--- src/rtl/seq_mult_if.sv ---
// Operand/result bundle for seq_mult: operands flow producer -> multiplier,
// and the registered product with its valid pulse flows back.
interface seq_mult_if #(
  parameter int Multiplicand_length = 5,
  parameter int Multiplier_length   = 2
);
  logic [Multiplicand_length-1:0]                 a;
  logic [Multiplier_length-1:0]                   b;
  logic                                           ab_valid;
  logic                                           ab_ready;
  logic [Multiplicand_length+Multiplier_length-1:0] z;
  logic                                           z_valid;

  // Operands transfer on a rising edge where ab_valid and ab_ready are both 1;
  // ab_valid without ab_ready is dropped (never queued), and z_valid is a
  // one-cycle pulse with no back-pressure.
  modport master (
    output a, b, ab_valid,
    input  ab_ready, z, z_valid
  );

  modport slave (
    input  a, b, ab_valid,
    output ab_ready, z, z_valid
  );
endinterface

--- src/rtl/seq_mult.sv ---
// Unsigned shift-and-add multiplier: one multiplier bit per clock, LSB first,
// so a product takes Multiplier_length cycles after the operands are accepted.
module seq_mult #(
  parameter int Multiplicand_length = 5,
  parameter int Multiplier_length   = 2
) (
  input  logic       clk,
  input  logic       rst,
  seq_mult_if.slave  bus,
  output logic       dbg_state
);
  localparam int M  = Multiplicand_length;
  localparam int N  = Multiplier_length;
  localparam int P  = M + N;
  localparam int CW = (N > 1) ? $clog2(N) : 1;
  localparam logic [CW-1:0] LAST = CW'(N - 1);

  typedef enum logic {IDLE = 1'b0, BUSY = 1'b1} state_t;

  state_t        state_q, state_d;
  logic [P-1:0]  a_q, a_d;
  logic [N-1:0]  b_q, b_d;
  logic [P-1:0]  acc_q, acc_d;
  logic [CW-1:0] cnt_q, cnt_d;
  logic [P-1:0]  z_q, z_d;
  logic          z_valid_q, z_valid_d;

  always_ff @(posedge clk or negedge rst) begin
    if (!rst) begin
      state_q   <= IDLE;
      a_q       <= '0;
      b_q       <= '0;
      acc_q     <= '0;
      cnt_q     <= '0;
      z_q       <= '0;
      z_valid_q <= 1'b0;
    end else begin
      state_q   <= state_d;
      a_q       <= a_d;
      b_q       <= b_d;
      acc_q     <= acc_d;
      cnt_q     <= cnt_d;
      z_q       <= z_d;
      z_valid_q <= z_valid_d;
    end
  end

  // a_q shifts left and b_q shifts right each BUSY cycle, so the current
  // multiplier bit is always b_q[0] and its weight is already applied to a_q.
  always_comb begin
    state_d   = state_q;
    a_d       = a_q;
    b_d       = b_q;
    acc_d     = acc_q;
    cnt_d     = cnt_q;
    z_d       = z_q;
    z_valid_d = 1'b0;
    case (state_q)
      IDLE: begin
        if (bus.ab_valid) begin
          a_d     = {{N{1'b0}}, bus.a};
          b_d     = bus.b;
          acc_d   = '0;
          cnt_d   = '0;
          state_d = BUSY;
        end
      end
      BUSY: begin
        if (b_q[0]) acc_d = acc_q + a_q;
        a_d   = a_q << 1;
        b_d   = b_q >> 1;
        cnt_d = cnt_q + 1'b1;
        // Final bit: publish the sum including this bit's partial product.
        if (cnt_q == LAST) begin
          z_d       = acc_d;
          z_valid_d = 1'b1;
          state_d   = IDLE;
        end
      end
      default: state_d = IDLE;
    endcase
  end

  assign bus.ab_ready = (state_q == IDLE);
  assign bus.z        = z_q;
  assign bus.z_valid  = z_valid_q;
  assign dbg_state    = state_q;
endmodule

--- src/flat_wrapper.sv ---
// flat-port wrapper written by rule: the top's interface ports become plain ports
module seq_mult_flat 
#(
  parameter int Multiplicand_length = 5,
  parameter int Multiplier_length   = 2
)
  (clk, rst, dbg_state, bus_a, bus_b, bus_ab_valid, bus_ab_ready, bus_z, bus_z_valid);
  seq_mult_if #(.Multiplicand_length(Multiplicand_length), .Multiplier_length(Multiplier_length)) bus_i ();
  input  logic clk;
  input  logic rst;
  output logic dbg_state;
  input wire logic [$bits(bus_i.a)-1:0] bus_a;
  input wire logic [$bits(bus_i.b)-1:0] bus_b;
  input wire logic [$bits(bus_i.ab_valid)-1:0] bus_ab_valid;
  output wire logic [$bits(bus_i.ab_ready)-1:0] bus_ab_ready;
  output wire logic [$bits(bus_i.z)-1:0] bus_z;
  output wire logic [$bits(bus_i.z_valid)-1:0] bus_z_valid;
  assign bus_i.a = bus_a;
  assign bus_i.b = bus_b;
  assign bus_i.ab_valid = bus_ab_valid;
  assign bus_ab_ready = bus_i.ab_ready;
  assign bus_z = bus_i.z;
  assign bus_z_valid = bus_i.z_valid;
  seq_mult #(.Multiplicand_length(Multiplicand_length), .Multiplier_length(Multiplier_length)) u_core (.clk(clk), .rst(rst), .bus(bus_i), .dbg_state(dbg_state));
endmodule
--- config.mk ---
export PLATFORM = sky130hd
export DESIGN_NAME = seq_mult_flat
export DESIGN_NICKNAME = d
export VERILOG_FILES = /design/src/rtl/seq_mult_if.sv /design/src/rtl/seq_mult.sv /design/src/flat_wrapper.sv
export SDC_FILE = /design/constraint.sdc
export NUM_CORES = 1
export LEC_CHECK = 0
export ABC_AREA = 1
export BUFFER_PORTS_ARGS = -buffer_cell sky130_fd_sc_hd__buf_4
export CAP_MARGIN = 5
export CORE_UTILIZATION = 49
export DETAILED_ROUTE_END_ITERATION = 16
export PLACE_DENSITY = 0.7
export SLEW_MARGIN = 15
export SYNTH_ARGS = -nofsm -noshare
export SYNTH_HDL_FRONTEND = slang
export SYNTH_SLANG_ARGS = --single-unit
--- constraint.sdc ---
create_clock -name clk -period 2.05 [get_ports clk]
set_input_delay 0.1025 -clock clk [delete_from_list [all_inputs] [get_ports clk]]
set_output_delay 0.1025 -clock clk [all_outputs]
set_load 0.05 [all_outputs]
# Yosys cells after proc, flatten, opt, wreduce, memory -nomap -nowiden
# Index checks and enable logic that the tools add are counted.
[totals]
regBits = 26
[op_classes]
reduce_logical = 1
mux = 14
bitwise = 1
add_sub_neg = 2
n_eq_ne = 1
[op_table]
columns = ["op", "n"]
rows = [
  ["7-bit case mux with 2 select lines", 2],
  ["7-bit two-way mux", 3],
  ["7-bit adder", 1],
  ["1-bit two-way mux", 5],
  ["1-bit case mux with 2 select lines", 2],
  ["2-bit case mux with 2 select lines", 1],
  ["2-bit two-way mux", 1],
  ["2-bit inequality test (second input constant)", 1],
  ["2-bit AND reduction", 1],
  ["1-bit adder (second input constant)", 1],
  ["1-bit inverter", 1],
]

# Logic depth before layout (Yosys ltp)
[logic_depth]
word_depth = 3
ltp_mapped = 12
mapped_depth_nobuf = 12

# Worst setup path before layout
# Ideal clock, no wire load.
[synth_timing]
path_type = "register to register"
startpoint = "register u_core.acc_q[0]"
endpoint = "register u_core.acc_q[4]"
arrival_ns = 1.531
stages_incl_launch_ff = 12
required_time_ns = 1.983
path_buffers = 0
setup_ns = 0.067
path_slack_ns = 0.452
path_cell_list = "dfrtp_1 ha_1 inv_1 fa_1 inv_1 nand2_2 nand2_2 nand2_1 or2_1 nand3_2 nand3_2 nand2_1"
[synth_between]
elab_chain_cells = 3
[synth_lines]
columns = ["item", "line", "text"]
rows = [
  ["from (decl)", "seq_mult.sv:23", "logic [P-1:0] acc_q, acc_d;"],
  ["from (signal assigned)", "seq_mult.sv:33", "acc_q <= '0;"],
  ["from (signal assigned)", "seq_mult.sv:41", "acc_q <= acc_d;"],
  ["7-bit adder", "seq_mult.sv:69", "if (b_q[0]) acc_d = acc_q + a_q;"],
  ["7-bit two-way mux", "seq_mult.sv:69", ""],
  ["7-bit case mux with 2 select lines", "seq_mult.sv:58", "case (state_q)"],
]
# Every way passes these cells.
# A chain may end at the register's enable or synchronous reset.

# Worst setup path in the final report
[layout_timing]
startpoint = "register u_core.acc_q[0]"
endpoint = "register u_core.z_q[4] (netlist: u_core.bus.z[4])"
[layout_between]
elab_chain_cells = 2
[layout_lines]
columns = ["item", "line", "text"]
rows = [
  ["7-bit adder", "seq_mult.sv:69", ""],
  ["7-bit two-way mux", "seq_mult.sv:69", ""],
  ["to (signal assigned)", "seq_mult.sv:43", "z_q <= z_d;"],
  ["to (decl)", "seq_mult.sv:25", "logic [P-1:0] z_q, z_d;"],
]
# Every way passes these cells.

==> run_results.csv <==
group,metric,value,unit
run_status,status,"finished, final reports clean",
job,maxCapViolations,0,
power,power.switching,1.23,mW
global_route,grt_pass1_wl,4350,µm
sta,tightest_slew,447,ps
cells_and_area,final_common_cell,"nand2_1",
synth,syn_nets,177,
synth,ys_ff_latch,26,
sta,hold_slack,11.9,ps
critical_path,crit_type,"reg -> reg",
min_path,hold_class,"in -> reg",
floorplan,start_util,53.2,%
critical_path,r2r_setup_slack,260,ps
critical_path,start_kind,"register",
synth,syn-instance-count,160,
cells_and_area,nNetsFinal,197,
placed_design,dp_hpwl,1910,µm
detailed_routing,dr.pass1.iters,4,
power,total_power,2.52,mW
cells_and_area,multi_input_area,592,µm²
power,ir_worst_vdd,1.06,mV
placed_design,place_congestion,0.862,
cells_and_area,final_util,61.2,%
sta,slew_headroom,70.2,%
critical_path,worst-path-max-fanout,3,
min_path,whs_path_depth,3,
clock_tree,cts_tree,"yes",
sta,post-route-min-period,1790,ps
floorplan,rows,18,
floorplan,die_y,54.6,µm
sta,hold_violations,0,
critical_path,r2r_cells,11,
critical_path,r2r_end,"u_core.bus.z[4]",
power,power_density,1620,mW/mm²
sta,fin_worst_skew,5.07,ps
global_route,antenna_found_initial,0,
floorplan,die_w,54.6,µm
cells_and_area,regArea,651,µm²
synth,synth.yosys.seq_area_share,48.1,%
power,pwr-share-comb,53.9,%
synth,syn_area,0.00135,mm²
sta,finalCritPeriodShare,87.3,%
power,internal-power,1.29,mW
min_path,min_from,"bus_a[2]",
global_route,grt.total_usage,20.7,%
critical_path,r2r_start,"u_core.acc_q[0]",
critical_path,end_kind,"register",
synth,synth_area_per_cell,8.46,µm²
clock_tree,post_cts_buffers,0,
power,p_leak,0.793,nW
global_route,grt_pass1_vias,1035,
sta,max_freq,0.559,GHz
cells_and_area,syn_to_final_growth,15.0,%
sta,rsz0062_at_grt,"no",
power,p_clk_share,10.3,%
clock_tree,clock_latency,320,ps
detailed_routing,initialDrtViolationCount,19,
clock_tree,cts_buffers,3,
placed_design,dp_slack,317,ps
cells_and_area,drive_gt1_share,19.6,%
clock_tree,path_clk_slew,140,ps
clock_tree,cts.repair.resized,0,
synth,ys_warn_count,0,
floorplan,coreArea,0.00254,mm²
min_path,hold_end,"u_core.a_q[2]",
detailed_routing,drc,0,
sta,setup_ws,260,ps
floorplan,io_pins,20,
detailed_routing,wl_met2,1170,µm
detailed_routing,routed-wl-met3,95,µm
critical_path,critPathLaunch,"u_core.acc_q[0]",
synth,synthDistinctLibCells,23,
cells_and_area,num_antenna_cells,0,
clock_tree,h-tree-depth,1,
clock_tree,clockBufferDepth,2,
critical_path,cp_data_arrival_time,2060,ps
detailed_routing,highest_layer,"met4",
power,seqPwrFrac,35.8,%
clock_tree,cts-root-buf,"clkbuf_4",
floorplan,die_area,0.00298,mm²
sta,final_max_slew_viol_count,0,
global_route,grt_max_degree,27,
detailed_routing,via_per_inst,5.14,
detailed_routing,via_count,1075,
placed_design,place.port_buffers,19,
critical_path,worstPathRequired,2320,ps
detailed_routing,met1_length,1310,µm
cells_and_area,n_fill_cell,226,
power,power_switching_share,48.7,%
sta,final.setup.tns,0,ps
sta,setup_viol,0,
cells_and_area,final_cell_mix,"37 x nand2_1, 26 x dfrtp_1, 20 x inv_1, 20 x nand3_1, 19 x buf_4",
detailed_routing,ant_nets,0,
clock_tree,clock-sinks,26,
detailed_routing,drt-total-wl,2600,µm
global_route,grt_overflow_total,0,
detailed_routing,route.detailed.wl_per_inst,12.4,µm
worst max path at each step:
stage / slack [ps] / to
final: 260 / u_core.bus.z[4]
after global routing: 140 / u_core.acc_q[4]
after CTS: 280 / u_core.bus.z[4]
after detailed placement: 320 / u_core.bus.z[4]
after global placement: 390 / u_core.bus.z[4]
after floorplan: 450 / u_core.acc_q[4]
cell usage after synthesis, drive strengths merged:
cell	count	area [µm²]
nand2	40	158
dfrtp	26	651
inv	22	82.6
nand3	22	120
o21ai	13	65.1
ha	6	75.1
nor2	6	30.0
o221ai	5	43.8
or2	5	31.3
buf	4	20.0
a21oi	3	15.0
o22ai	3	18.8
clkbuf	1	3.75
clkinv	1	5.00
fa	1	20.0
nand4	1	6.26
xnor2	1	8.76
kinds of logic after synthesis:
group / Yosys count / share of synthesized area, %
AOI/OAI and AO/OA: 24 / 10.5
xor gates and xnor gates: 1 / 0.647
adders and majority gates: 7 / 7.02
buffers and inverters: 28 / 8.23
DFF: 26 / 48.1
and+or+nand+nor: 74 / 25.5
metal layers:
metal	track usage [%]	vias up
li1	-	563
met1	26.4	480
met2	35.0	28
met3	2.78	4
met4	8.55	0
met5	0	-
layout make-up:
class,instances,area share (%)
repair buffers,20,9.81
clock buffers,4,2.33
flip-flops and latches,26,41.8
well taps,30,2.41
multi-input cells,106,38.0
inverters,23,5.63
worst max-delay path: stages, from the launching register on:
cell     delay [ps]
dfrtp_1         400
ha_1            190
inv_1            60
fa_1            360
inv_1           100
nand2_2          70
nand2_2          70
nand2_1          60
or2_1           220
nand3_2          80
nand3_1          80
nand2_1          60
power by group through the flow:
stage | sequential [mW] | combinational [mW] | clock [mW]
floorplan | 1.11 | 0.820 | 0
global placement | 0.901 | 1.33 | 0
detailed placement | 0.912 | 1.36 | 0
CTS | 0.900 | 1.37 | 0.263
global route | 0.929 | 1.51 | 0.285
finish | 0.903 | 1.36 | 0.260
what timing repair did:
action / in CTS / in global routing
setup endpoints to repair: 0 / 0
endpoints found under the hold margin: 26 / 0
hold buffers: 1 / 0
stage by stage:
stage | std cells | cell area (µm²)
2_1_floorplan | 160 | 1350
3_3_place_gp | 204 | 1510
3_5_place_dp | 204 | 1510
4_1_cts | 209 | 1560
5_1_grt | 209 | 1560
6_report | 209 | 1560
state kept, by name, summed over array words and instances, names as in the netlist:
name and count:
u_core.cnt_q 1, u_core.acc_q 7, u_core.b_q 2, u_core.bus.z 7, u_core.dbg_state 1, u_core.bus.z_valid 1
u_core.a_q 7
No activity file was read; power rests on OpenSTA's default activity.
